File: config.mk
export PLATFORM = sky130hd
export DESIGN_NAME = wubsuit_gpi_apb
export DESIGN_NICKNAME = d
export VERILOG_FILES = /design/src/rtl/wubsuit_gpi_pkg.sv /design/src/rtl/wubsuit_gpi_debounce.sv /design/src/rtl/wubsuit_gpi_apb.sv
export SDC_FILE = /design/constraint.sdc
export NUM_CORES = 1
export LEC_CHECK = 0
export ABC_AREA = 1
export CELL_PAD_IN_SITES_DETAIL_PLACEMENT = 2
export CELL_PAD_IN_SITES_GLOBAL_PLACEMENT = 2
export CORE_ASPECT_RATIO = 0.6
export CORE_MARGIN = 10
export CORE_UTILIZATION = 35
export CTS_CLUSTER_DIAMETER = 200
export DETAILED_ROUTE_END_ITERATION = 12
export GPL_TIMING_DRIVEN = 0
export PLACE_DENSITY_LB_ADDON = 0.2
export SYNTH_ARGS = -nofsm -noshare
export SYNTH_HDL_FRONTEND = slang
export SYNTH_SLANG_ARGS = --single-unit
File: constraint.sdc
create_clock -name SYSCLK -period 8.55 [get_ports SYSCLK]
set_input_delay 0.855 -clock SYSCLK [delete_from_list [all_inputs] [get_ports SYSCLK]]
set_output_delay 0.855 -clock SYSCLK [all_outputs]
set_load 0.02 [all_outputs]
File: src/rtl/wubsuit_gpi_pkg.sv
// Shared constants for the wubsuit GPI APB block: register offsets and APB data width.
package wubsuit_gpi_pkg;

  localparam int unsigned APB_DW = 32;

  localparam int unsigned OFS_DATA     = 32'h00;
  localparam int unsigned OFS_RAW      = 32'h04;
  localparam int unsigned OFS_STATUS   = 32'h08;
  localparam int unsigned OFS_IRQEN    = 32'h0C;
  localparam int unsigned OFS_EDGESEL  = 32'h10;
  localparam int unsigned OFS_BOTH     = 32'h14;
  localparam int unsigned OFS_DEBOUNCE = 32'h18;
  localparam int unsigned OFS_TS       = 32'h1C;

endpackage

File: src/rtl/wubsuit_gpi_debounce.sv
// One GPI channel: synchroniser chain, debounce counter and debounced level,
// with single-cycle rise/fall pulses aligned to the edge the level updates.
module wubsuit_gpi_debounce #(
  parameter int unsigned SYNC_STAGES = 2,
  parameter int unsigned DEBOUNCE_W  = 16
) (
  input  logic                  clk_i,
  input  logic                  rst_ni,
  input  logic                  gpi_i,
  input  logic [DEBOUNCE_W-1:0] thresh_i,
  output logic                  raw_o,
  output logic                  data_o,
  output logic                  rise_o,
  output logic                  fall_o
);

  logic [SYNC_STAGES-1:0] sync_q;
  logic [DEBOUNCE_W-1:0]  cnt_q, cnt_d, limit;
  logic                   data_q, data_d, raw, upd;

  assign raw = sync_q[SYNC_STAGES-1];

  // A zero threshold collapses to the same limit as one: update on the first mismatch cycle.
  always_comb begin
    limit  = (thresh_i == '0) ? '0 : thresh_i - DEBOUNCE_W'(1);
    upd    = (raw != data_q) && (cnt_q >= limit);
    data_d = data_q;
    cnt_d  = '0;
    if (upd) begin
      data_d = raw;
    end else if (raw != data_q) begin
      cnt_d = cnt_q + DEBOUNCE_W'(1);
    end
  end

  always_ff @(posedge clk_i) begin
    if (!rst_ni) begin
      sync_q <= '0;
      cnt_q  <= '0;
      data_q <= 1'b0;
    end else begin
      sync_q <= {sync_q[SYNC_STAGES-2:0], gpi_i};
      cnt_q  <= cnt_d;
      data_q <= data_d;
    end
  end

  assign raw_o  = raw;
  assign data_o = data_q;
  assign rise_o = upd & raw;
  assign fall_o = upd & ~raw;

endmodule

File: src/rtl/wubsuit_gpi_apb.sv
// Fabric GPI block on the MSS APB3 bus: per-channel debounce, edge capture, W1C status, level IRQ.
// Optional edge timestamp register enabled by defining WUBSUIT_GPI_TIMESTAMP_EN.
module wubsuit_gpi_apb
  import wubsuit_gpi_pkg::*;
#(
  parameter int unsigned              NUM_CH       = 11,
  parameter int unsigned              SYNC_STAGES  = 2,
  parameter int unsigned              DEBOUNCE_W   = 16,
  parameter logic [DEBOUNCE_W-1:0]    DEBOUNCE_RST = 16'd1000,
  parameter int unsigned              ADDR_W       = 8
) (
  input  logic              SYSCLK,
  input  logic              NSYSRESET,
  input  logic              PSEL,
  input  logic              PENABLE,
  input  logic              PWRITE,
  input  logic [ADDR_W-1:0] PADDR,
  input  logic [31:0]       PWDATA,
  output logic [31:0]       PRDATA,
  output logic              PREADY,
  output logic              PSLVERR,
  input  logic [NUM_CH-1:0] GPI_IN,
  output logic              IRQ
);

  logic [NUM_CH-1:0]     raw_w, data_w, rise_w, fall_w, set_v, w1c;
  logic [NUM_CH-1:0]     status_q, status_d, irqen_q, edgesel_q, both_q;
  logic [DEBOUNCE_W-1:0] deb_q;
  logic                  irq_q;
  logic [ADDR_W-1:0]     ofs;
  logic [APB_DW-1:0]     rdata;
  logic                  acc, mapped, ro, err, wr_ok;
  logic                  unused_bits;

`ifdef WUBSUIT_GPI_TIMESTAMP_EN
  logic [31:0] tscnt_q, ts_q;
`endif

  for (genvar g = 0; g < NUM_CH; g++) begin : g_ch
    wubsuit_gpi_debounce #(
      .SYNC_STAGES (SYNC_STAGES),
      .DEBOUNCE_W  (DEBOUNCE_W)
    ) u_deb (
      .clk_i    (SYSCLK),
      .rst_ni   (NSYSRESET),
      .gpi_i    (GPI_IN[g]),
      .thresh_i (deb_q),
      .raw_o    (raw_w[g]),
      .data_o   (data_w[g]),
      .rise_o   (rise_w[g]),
      .fall_o   (fall_w[g])
    );
  end

  assign unused_bits = ^{PWDATA, PADDR[1:0]};

  always_comb begin
    acc    = PSEL & PENABLE;
    ofs    = {PADDR[ADDR_W-1:2], 2'b00};
    rdata  = '0;
    mapped = 1'b1;
    ro     = 1'b0;
    case (ofs)
      ADDR_W'(OFS_DATA):     begin rdata = APB_DW'(data_w); ro = 1'b1; end
      ADDR_W'(OFS_RAW):      begin rdata = APB_DW'(raw_w);  ro = 1'b1; end
      ADDR_W'(OFS_STATUS):   rdata = APB_DW'(status_q);
      ADDR_W'(OFS_IRQEN):    rdata = APB_DW'(irqen_q);
      ADDR_W'(OFS_EDGESEL):  rdata = APB_DW'(edgesel_q);
      ADDR_W'(OFS_BOTH):     rdata = APB_DW'(both_q);
      ADDR_W'(OFS_DEBOUNCE): rdata = APB_DW'(deb_q);
`ifdef WUBSUIT_GPI_TIMESTAMP_EN
      ADDR_W'(OFS_TS):       rdata = ts_q;
`else
      ADDR_W'(OFS_TS):       mapped = 1'b0;
`endif
      default:               mapped = 1'b0;
    endcase
    err    = acc & (~mapped | (PWRITE & ro));
    wr_ok  = acc & PWRITE & ~err;
    PRDATA = (acc & mapped) ? rdata : '0;
  end

  // Set takes priority over a W1C of the same bit on the same edge.
  always_comb begin
    set_v    = (both_q & (rise_w | fall_w)) |
               (~both_q & ((edgesel_q & fall_w) | (~edgesel_q & rise_w)));
    w1c      = (wr_ok && ofs == ADDR_W'(OFS_STATUS)) ? PWDATA[NUM_CH-1:0] : '0;
    status_d = (status_q & ~w1c) | set_v;
  end

  always_ff @(posedge SYSCLK) begin
    if (!NSYSRESET) begin
      status_q  <= '0;
      irqen_q   <= '0;
      edgesel_q <= '0;
      both_q    <= '0;
      deb_q     <= DEBOUNCE_RST;
      irq_q     <= 1'b0;
    end else begin
      status_q <= status_d;
      irq_q    <= |(status_q & irqen_q);
      if (wr_ok) begin
        case (ofs)
          ADDR_W'(OFS_IRQEN):    irqen_q   <= PWDATA[NUM_CH-1:0];
          ADDR_W'(OFS_EDGESEL):  edgesel_q <= PWDATA[NUM_CH-1:0];
          ADDR_W'(OFS_BOTH):     both_q    <= PWDATA[NUM_CH-1:0];
          ADDR_W'(OFS_DEBOUNCE): deb_q     <= PWDATA[DEBOUNCE_W-1:0];
          default: ;
        endcase
      end
    end
  end

`ifdef WUBSUIT_GPI_TIMESTAMP_EN
  always_ff @(posedge SYSCLK) begin
    if (!NSYSRESET) begin
      tscnt_q <= '0;
      ts_q    <= '0;
    end else begin
      tscnt_q <= tscnt_q + 32'd1;
      if (|set_v) ts_q <= tscnt_q;
    end
  end
`endif

  assign PSLVERR = err;
  assign PREADY  = 1'b1;
  assign IRQ     = irq_q;

endmodule
After elaboration in Yosys (flattened, before gate mapping)

Cells that the tools add are included.

Reduce and logical (&&, ||, !) cells: 32
$lt $le $gt $ge: 11
Add/subtract/negate cells: 12
Eq/ne operators: 17
Mux-type cells: 6
Bitwise gates (word level): 67

Operators with widths:

| cell                                                                 | number |
|---|---|
| 16-bit by 1-bit adder with 16-bit output, second input constant      | 11 |
| 16-bit greater-or-equal comparator                                   | 11 |
| 16-bit case mux with 7 select lines                                  | 1 |
| 11-bit bitwise AND                                                   | 6 |
| 11-bit bitwise OR                                                    | 4 |
| 11-bit NOT                                                           | 3 |
| 3-bit OR reduction                                                   | 11 |
| 32-bit 2-to-1 mux                                                    | 1 |
| 1-bit bitwise AND                                                    | 28 |
| 1-bit NOT                                                            | 25 |
| 6-bit by 3-bit == test with 1-bit output, second input constant      | 3 |
| 16-bit logical NOT                                                   | 1 |
| 16-bit 2-to-1 mux                                                    | 1 |
| 16-bit by 1-bit subtractor with 16-bit output, second input constant | 1 |
| 6-bit by 2-bit == test with 1-bit output, second input constant      | 2 |
| 1-bit logical AND                                                    | 12 |
| 11-bit 2-to-1 mux                                                    | 1 |
| 1-bit != test                                                        | 11 |
| 11-bit OR reduction                                                  | 1 |
| 2-bit AND reduction                                                  | 4 |
| 7-bit OR reduction                                                   | 1 |
| 6-bit by 1-bit == test with 1-bit output, second input constant      | 1 |
| 6-bit logical NOT                                                    | 1 |
| 1-bit 2-to-1 mux                                                     | 2 |
| 2 further kinds                                                      | 2 |

Word-level logic and storage cells: 184
Register bits after elaboration: 270
Output and inout port bits: 35

Longest topological paths before layout

Gate-level depths: netlist of the first run.

Depth after elaboration: 13
Depth in mapped cells: 21
Gate-level depth less buffers: 20

Hierarchy

From an unflattened synthesis of the first run, not the netlist that was laid out.

Cells, all modules: 3361
Area total of the unflattened synthesis: 21951.1 um2

By module, submodules not included:

| module                                   | instances | area each (um2) | seq. area each (um2) | cells each |
|---|---|---|---|---|
| wubsuit_gpi_debounce (g_ch[0].u_deb ...) | 9         | 1689.1          | 380.4                | 261 |
| wubsuit_gpi_debounce (g_ch[2].u_deb ...) | 2         | 1690.4          | 380.4                | 255 |
| wubsuit_gpi_apb                          | 1         | 3368.2          | 1221.2               | 502 |

Least setup slack after synthesis of the first run

No wires, ideal clock.

Kind: flip-flop to flip-flop
From: register deb_q[2]
To: register g_ch[6].u_deb.cnt_q[6]
Path slack: 5.442 ns
Buffers on the path: 2
Data required time: 8.486 ns
Cell stages (with the launch flop): 16
Arrival: 3.044 ns
Clock period less this slack: 3.108 ns
Path through: dfxtp_1 -> nor2_1 -> nand2_1 -> nor2_1 -> nand2_1 -> o21a_1 -> o21ai_0 -> ha_1 -> a21oi_1 -> o21ai_0 -> a21oi_1 -> nand3_1 -> or2_2 -> buf_2 -> buf_6 -> nor2_1

Cells in the longest elaborated chain, start to end: 5
Elaborated cells on any way between the ends: 6
Those cells by class: add/sub (1); order compare (1); mux (1); reduce/logical (3)

Ends and longest elaborated chain:

| item                                                                                       | RTL line                   | source |
|---|---|---|
| start: declaration                                                                         | wubsuit_gpi_apb.sv:28      | `logic [DEBOUNCE_W-1:0] deb_q;` |
| start signal: assignment                                                                   | wubsuit_gpi_apb.sv:107     | `ADDR_W'(OFS_DEBOUNCE): deb_q <= PWDATA[DEBOUNCE_W-1:0];` |
| 16-bit by 1-bit subtractor with 16-bit output / 16-bit logical NOT (equally long branches) | wubsuit_gpi_debounce.sv:25 | `limit = (thresh_i == '0) ? '0 : thresh_i - DEBOUNCE_W'(1);` |
| 16-bit 2-to-1 mux (*)                                                                      | wubsuit_gpi_debounce.sv:25 |  |
| 16-bit greater-or-equal comparator (*)                                                     | wubsuit_gpi_debounce.sv:26 | `upd = (raw != data_q) && (cnt_q >= limit);` |
| 1-bit logical AND (*)                                                                      | wubsuit_gpi_debounce.sv:26 |  |
| 3-bit OR reduction (no source line) (*)                                                    | --                         |  |
| end signal: assignment                                                                     | wubsuit_gpi_debounce.sv:43 | `cnt_q <= cnt_d;` |
| end: declaration                                                                           | wubsuit_gpi_debounce.sv:18 | `logic [DEBOUNCE_W-1:0] cnt_q, cnt_d, limit;` |

Mark *: on every way between the ends. The rest lies on a longest branch, timed or not.
A chain may end at the register's enable or synchronous reset.

Worst setup path after layout of the first run

From: register deb_q[4]
To: register g_ch[2].u_deb.cnt_q[13]

Cells in the longest elaborated chain, start to end: 5
Elaborated cells on any way between the ends: 6
Those cells by class: add/sub (1); order compare (1); mux (1); reduce/logical (3)

Ends and longest elaborated chain:

| item                                                                                       | RTL line |
|---|---|
| 16-bit by 1-bit subtractor with 16-bit output / 16-bit logical NOT (equally long branches) | wubsuit_gpi_debounce.sv:25 |
| 16-bit 2-to-1 mux (*)                                                                      | wubsuit_gpi_debounce.sv:25 |
| 16-bit greater-or-equal comparator (*)                                                     | wubsuit_gpi_debounce.sv:26 |
| 1-bit logical AND (*)                                                                      | wubsuit_gpi_debounce.sv:26 |
| 3-bit OR reduction (no source line) (*)                                                    | -- |
| end signal: assignment                                                                     | wubsuit_gpi_debounce.sv:43 |
| end: declaration                                                                           | wubsuit_gpi_debounce.sv:18 |

Marked as above.

==> results.py, run 1 <==
metrics = {
    "timing": {
        "final-hold-violation-count": 0,
        "setup_viol": 0,
        "fin_setup_tns_ns": 0,
        "maxSlewHeadroom_pct": 1.305,
        "fmax_mhz": 191.8,
        "fin_skew_ns": 0.02863,
        "period_share_pct": 60.99,
        "slew_violations": 0,
        "period_needed_ns": 5.214,
        "rsz0062_at_grt": "no",
        "worstMarginPinSlew_ns": 1.476,
    },
    "synthesis": {
        "synth_top_family_by_area": "simple AND/OR/NAND/NOR gates",
        "synth.area.top_cells": "dfxtp_1, ha_1, nand2_1",
        "synth_mux_area_share_pct": 0,
        "synth_ff_type": "dfxtp_1",
        "synth_edf_count": 0,
        "avgSynthCellArea_um2": 7.276,
        "yosys.area_share.simple_pct": 25.71,
        "synth_fa_ha_area_share_pct": 14.59,
        "synth_area_leader_cell": "dfxtp_1",
        "synthDistinctLibCells": 43,
        "yosysTopAreaCellShare_pct": 33.34,
        "yosysWarnings": 0,
        "synth_compound_area_share_pct": 12.10,
        "syn_area_mm2": 0.01621,
        "synth.most_common_cell": "nand2_1",
        "syn_inst": 2228,
        "ys_top_cells_by_count": "nand2_1, nor2_1, inv_1",
        "synthArstFlopShare_pct": 0,
        "ys_seq_elements": 270,
        "ys_seq_area_share_pct": 33.34,
        "synth_xor_area_share_pct": 5.295,
    },
    "clock_tree": {
        "clk_path_buf_depth": 3,
        "cts_resized": 0,
        "cts_tree": "built",
        "cts_hold_buf": 0,
        "clkTransAtPathRegs_ns": 0.07,
        "cts_setup_buffers": 0,
        "cts_root_buf": "clkbuf_16",
        "clk-insertion-delay-late_ns": 0.61,
        "cts_made_buffers": 30,
        "h-tree-depth": 1,
        "clock-sinks": 270,
    },
    "worst_setup_path": {
        "slowest_delay_ns": 1.25,
        "ff2ff_path_depth": 17,
        "r2r_slack_ns": 3.34,
        "crit_top_cell": "nor2_1",
        "worst-path-stages": 17,
        "crit_buf_inv": 4,
        "r2r-end": "g_ch[2].u_deb.cnt_q[13]",
        "required_ns": 9.03,
        "crit_path_start": "deb_q[4]",
        "critical_path.startpoint_type": "flip-flop",
        "end_kind": "flip-flop",
        "critical_path_class": "reg -> reg",
        "cp_slowest_cell": "nand3_1",
        "cp.arrival_ns": 5.69,
        "cp_cell_sequence": "nor2_1, inv_1, nor2_1, inv_1, nor2_1, nand4_1, clkbuf_1, nand3_1, ha_1, nand2_1, nor2_1, o21ai_0, nand2_1, nand2_1, nand4_1, clkbuf_1, nor2_1",
        "crit_family": "simple AND/OR/NAND/NOR gates",
        "crit_path_max_fanout": 11,
        "reg2reg_from": "deb_q[4]",
        "crit_end": "g_ch[2].u_deb.cnt_q[13]",
    },
    "cells_and_area": {
        "finalNonFillerCells": 2980,
        "nets": 2581,
        "drive_gt1_share_pct": 5.723,
        "areaGrowthSynthToFinish_pct": 15.34,
        "final_util_pct": 41.30,
        "fillers": 5330,
    },
    "die": {
        "fp.coreArea_mm2": 0.04527,
        "initial_core_util_pct": 35.81,
        "num_rows": 60,
        "die_w_um": 297.8,
        "die_y_um": 186.7,
        "dieArea_mm2": 0.05561,
        "io-pin-count": 91,
    },
    "detailed_routing": {
        "drc": 0,
        "ant_nets": 0,
        "vias": 15610,
        "routed_via_density": 5.238,
        "drt_iter0_markers": 832,
        "wl_um": 62660,
        "wl_per_cell_um": 21.03,
        "dr.pass1.iters": 5,
    },
    "grt": {
        "grt_overflow": 0,
        "grt_max_degree": 16,
        "grt_pass1_wl_um": 98190,
        "antenna_found_initial": 1,
        "track_usage_pct": 21.95,
        "grt_pass1_vias": 16860,
    },
    "run_status": {
        "status": "complete, but fails checks",
        "failed_checks": "capacitance limit",
    },
    "pwr": {
        "irDropWorstVdd_v": 0.0001334,
        "powerDensity_mw_per_mm2": 144.3,
        "finalPower_w": 0.002697,
        "p_leak_nw": 8.008,
    },
    "placed_design": {
        "routabilityCongestion": 0.8809,
        "io_buffers": 55,
        "dp_hpwl_um": 47150,
        "dp.cells": 2924,
    },
    "job": {
        "maxCapViolCount": 1,
    },
    "min_path": {
        "hold_class": "reg -> reg",
    },
}
-- sequential cells by signal, indices dropped and copies added, names as in the netlist --
register           count
IRQ                    1
both_q                11
g_ch.u_deb.data_o     11
g_ch.u_deb.sync_q     22
status_q              11
g_ch.u_deb.cnt_q     176
edgesel_q             11
deb_q                 16
irqen_q               11
-- per-layer routing --
metal  vias to the layer above  share of wire [%]  global-route usage [%]
met2                       285                 46                   36.39
met4                         0                2.1                   4.722
met1                      7718                 48                   29.90
met3                        91                4.3                   2.967
li1                       7515                  -                       -
met5                         -                  0                       0
-- worst min-delay path by stage --
stage,startpoint,endpoint,slack (ns),depth (start not counted)
2_1_floorplan,g_ch[0].u_deb.sync_q[0],g_ch[0].u_deb.sync_q[1],0.39,2
3_3_place_gp,g_ch[6].u_deb.sync_q[0],g_ch[6].u_deb.sync_q[1],0.40,2
3_5_place_dp,g_ch[5].u_deb.sync_q[0],g_ch[5].u_deb.sync_q[1],0.41,2
4_1_cts,g_ch[5].u_deb.sync_q[0],g_ch[5].u_deb.sync_q[1],0.42,2
5_1_grt,g_ch[5].u_deb.sync_q[0],g_ch[5].u_deb.sync_q[1],0.44,2
6_report,g_ch[6].u_deb.sync_q[0],g_ch[6].u_deb.sync_q[1],0.42,2
-- cells in the final DEF (no fill, tap or decap), types with 5 or more instances in the layout --
master           instances
ha_1                   189
nand4_1                 35
nand2_1                356
conb_1                  17
a22oi_1                 14
o21ai_1                 14
nor2_2                   8
a41oi_1                  6
o21ai_0                 96
clkbuf_1                24
clkbuf_16               30
nand3_1                 97
xor2_1                  65
inv_1                  300
buf_2                   21
and3_1                   5
xnor2_1                 33
dfxtp_1                270
a31oi_1                 10
nor3_1                  65
clkbuf_8                 8
o21bai_1                11
a21oi_1                167
or2_2                   13
nor2_1                 324
nor4_1                  11
a21o_1                  12
o22ai_1                 14
nor3b_1                 17
o211ai_1                 6
clkdlybuf4s50_1         55
buf_4                   18
buf_8                    5
or2_0                    5
-- report_power, final --
part           switching, W  internal, W  leakage (nW)  total [W]
registers        0.00000465      0.00126          2.18    0.00127
clock network      0.000583     0.000747         0.479    0.00133
logic             0.0000648    0.0000344          5.35  0.0000992
-- final cells by class --
type	count	area, µm²	area share [%]
Buffer	55	307.8	1.646
Antenna cell	1	2.502	0.01338
Clock inverter	8	82.58	0.4417
Sequential cell	270	5405	28.91
Inverter	303	1137	6.083
Timing Repair Buffer	61	645.6	3.453
Tap cell	620	775.7	4.149
Multi-Input combinational cell	1615	9445	50.52
Clock buffer	47	894.6	4.785
-- worst register-to-register path, cell delays in order, from the launching register on --
cell and delay [ns]:
dfxtp_1 0.40, nor2_1 0.10, inv_1 0.11, nor2_1 0.09, inv_1 0.08, nor2_1 0.09
nand4_1 0.11, clkbuf_1 0.51, nand3_1 1.25, ha_1 0.78, nand2_1 0.07, nor2_1 0.29
o21ai_0 0.16, nand2_1 0.10, nand2_1 0.08, nand4_1 0.32, clkbuf_1 0.46, nor2_1 0.11
-- stage by stage --
step,hold slack [ns],worst slack (ns),instance area (µm²)
after floorplan,0.3905,5.442,16270
after global placement,0.3960,2.284,17590
after detailed placement,0.4070,3.449,17720
after CTS,0.4225,3.433,18690
after global routing,0.4411,3.057,18700
final,0.4197,3.336,18700
-- kinds of logic after synthesis --
logic type                 after synthesis
DFF                                    270
adders and majority gates              189
buffers and inverters                  358
other                                    2
AOI/OAI and AO/OA                      358
and+or+nand+nor                        953
xor gates and xnor gates                98
Power figures use the tool's default switching activity.
==> run 2: changes to the inputs <==
--- a/config.mk
+++ b/config.mk
@@ -10,7 +10,7 @@
 export CELL_PAD_IN_SITES_GLOBAL_PLACEMENT = 2
 export CORE_ASPECT_RATIO = 0.6
 export CORE_MARGIN = 10
-export CORE_UTILIZATION = 35
+export CORE_UTILIZATION = 32
 export CTS_CLUSTER_DIAMETER = 200
 export DETAILED_ROUTE_END_ITERATION = 12
 export GPL_TIMING_DRIVEN = 0
==> constraint.sdc (replaced) <==
create_clock -name SYSCLK -period 4.3 [get_ports SYSCLK]
set_input_delay 0.43 -clock SYSCLK [delete_from_list [all_inputs] [get_ports SYSCLK]]
set_output_delay 0.43 -clock SYSCLK [all_outputs]
set_load 0.02 [all_outputs]
==> run 2 against run 1 <==
Net effect:
- the flow now finishes without violations
- total power increased by 100%
- sequential share of layout area down 0.61 points
- hold slack lost 0.033 ns
- final cell count increased by 2.5%
- highest routed layer unchanged
- critical path depth decreased by 6
- combinational power grew 110%
- die area increased by 8.5%
- cell area grew 2.1%
- critical endpoint is now PRDATA[13]
- routed wire length grew 2.5%
- sequential power up 98%
- register-to-register slack worse by 3.1 ns
- clock power grew 100%
==> results.py, run 2 (synthesis results as in run 1) <==
metrics = {
    "run_status": {
        "status": "complete, no violations",
    },
    "clock_tree": {
        "clkTransAtPathRegs_ns": 0.07,
        "cts_root_buf": "clkbuf_16",
        "clock-sinks": 270,
        "h-tree-depth": 1,
        "cts_made_buffers": 29,
        "clk_path_buf_depth": 3,
        "cts_tree": "built",
        "clk-insertion-delay-late_ns": 0.58,
    },
    "detailed_routing": {
        "routed_via_density": 5.161,
        "ant_nets": 0,
        "dr.pass1.iters": 5,
        "drt_iter0_markers": 848,
        "wl_per_cell_um": 21.04,
        "drc": 0,
        "wl_um": 64250,
        "vias": 15760,
    },
    "job": {
        "maxCapViolCount": 0,
    },
    "min_path": {
        "min_path_cells": 3,
        "min_to": "g_ch[1].u_deb.sync_q[0]",
        "hold_start": "GPI_IN[1]",
        "hold_class": "in -> reg",
    },
    "placed_design": {
        "dp_hpwl_um": 48650,
        "io_buffers": 55,
        "routabilityCongestion": 0.9054,
        "dpl_cell_area_mm2": 0.01782,
        "pre_cts_ws_ns": -0.7264,
    },
    "grt": {
        "grt_pass1_vias": 17020,
        "grt_pass1_wl_um": 99540,
        "grt_max_degree": 15,
        "antenna_found_initial": 0,
        "track_usage_pct": 20.49,
        "grt_overflow": 0,
    },
    "cells_and_area": {
        "n_antenna_cell": 0,
        "finish.instance_area_mm2": 0.01910,
        "nets": 2597,
        "fillers": 5821,
        "largestRegisters": "g_ch.u_deb.cnt_q x176, g_ch.u_deb.sync_q x22, deb_q x16",
        "drive_gt1_share_pct": 7.378,
        "regMostFlops": "g_ch.u_deb.cnt_q",
        "areaGrowthSynthToFinish_pct": 17.81,
        "layout_commonest_cell": "nand2_1",
        "ff_latch_area_mm2": 0.005405,
        "layout_common_cells": "nand2_1, nor2_1, inv_1",
        "multi_input_area_mm2": 0.009554,
        "largest_reg_flops": 176,
    },
    "timing": {
        "worstMarginPinSlew_ns": 0.9076,
        "fin_ws_ns": 0.1184,
        "fin_setup_tns_ns": 0,
        "setup_viol": 0,
        "period_needed_ns": 4.182,
        "maxSlewHeadroom_pct": 39.49,
        "fin_skew_ns": 0.01314,
        "holdWs_ns": 0.3865,
        "fmax_mhz": 239.1,
        "slew_violations": 0,
        "final-hold-violation-count": 0,
        "period_share_pct": 97.25,
    },
    "pwr": {
        "p_leak_nw": 8.157,
        "irDropWorstVdd_v": 0.0002810,
        "powerDensity_mw_per_mm2": 285.4,
    },
    "worst_setup_path": {
        "critical_path_class": "in -> out",
        "cp.arrival_ns": 3.75,
        "crit_path_max_fanout": 10,
        "required_ns": 3.87,
        "ff2ff_path_depth": 17,
        "end_kind": "output pin",
        "r2r_slack_ns": 0.27,
        "critical_path.startpoint_type": "input pin",
        "reg2reg_from": "deb_q[2]",
        "r2r-end": "g_ch[9].u_deb.cnt_q[7]",
    },
    "die": {
        "num_rows": 63,
        "dieArea_mm2": 0.06036,
        "die_w_um": 310.6,
        "initial_core_util_pct": 32.59,
        "fp.coreArea_mm2": 0.04974,
        "io-pin-count": 91,
        "die_y_um": 194.3,
    },
}
run 2: changes by cell type in the layout (fill, tap and decap cells not counted), sizes merged:
cell / before / now
clkinv: 7 / 13
diode: 1 / 0
clkinvlp: 1 / 3
bufinv: 1 / 4
inv: 302 / 301
clkbuf: 62 / 48
buf: 46 / 63
run 2: critical path, stage by stage:
cell,delay [ns]
clkdlybuf4s50_1,0.56
inv_1,0.08
nor2_2,0.13
nand3_2,0.25
inv_2,0.34
nor2_2,0.12
nand2_8,0.11
nand2_2,0.17
buf_2,0.30
nor3_1,0.52
clkdlybuf4s50_1,0.73
run 2: cell type report:
class	instances	share of cell area, %
flip-flops and latches	270	28.30
repair buffers	78	4.416
plain buffers	55	1.644
multi-input cells	1615	50.03
clock inverters	18	1.094
clock buffers	33	4.088
inverters	303	5.956
well taps	682	4.468
run 2: worst max-delay path by stage:
stage                  start                      end  slack (ns)  depth (start not counted)
floorplan           deb_q[2]   g_ch[6].u_deb.cnt_q[6]        1.19                         15
global placement    deb_q[0]  g_ch[1].u_deb.cnt_q[14]       -1.52                         15
detailed placement  deb_q[0]   g_ch[8].u_deb.cnt_q[4]       -0.73                         16
CTS                 deb_q[0]   g_ch[9].u_deb.cnt_q[7]      0.0003                         16
global route        deb_q[4]   g_ch[1].u_deb.cnt_q[0]       -0.03                         18
finish              PADDR[3]               PRDATA[13]        0.12                         11
run 2: stage by stage:
step	std cells	power [W]	utilization, %
after floorplan	2243	0.002678	-
after global placement	2980	0.002767	35.53
after detailed placement	2986	0.002775	35.83
after CTS	3039	0.005508	38.00
after global routing	3054	0.005633	38.39
final	3054	0.005450	38.39
run 2: per-layer routing:
layer	vias up	share of wire [%]	wire, µm	global-route usage [%]
li1	7542	-	-	-
met1	7916	49	31680	28.40
met2	231	45	29070	33.47
met3	74	3.4	2184	2.681
met4	0	2.0	1311	4.356
met5	-	0	0	0
run 2: power by group:
part,switching [W],internal (W)
combinational,0.000133,0.0000717
clock,0.00118,0.00154
sequential,0.00000972,0.00251
total,0.00133,0.00413
run 2: what timing repair did:
action | 4_1_cts | 5_1_grt
resized for setup | 18 | 11
setup buffers | 2 | 15
endpoints found under the setup margin | 198 | 173
hold endpoints to repair | 0 | 0
pin swaps | 3 | 4
hold buffers | 0 | 0
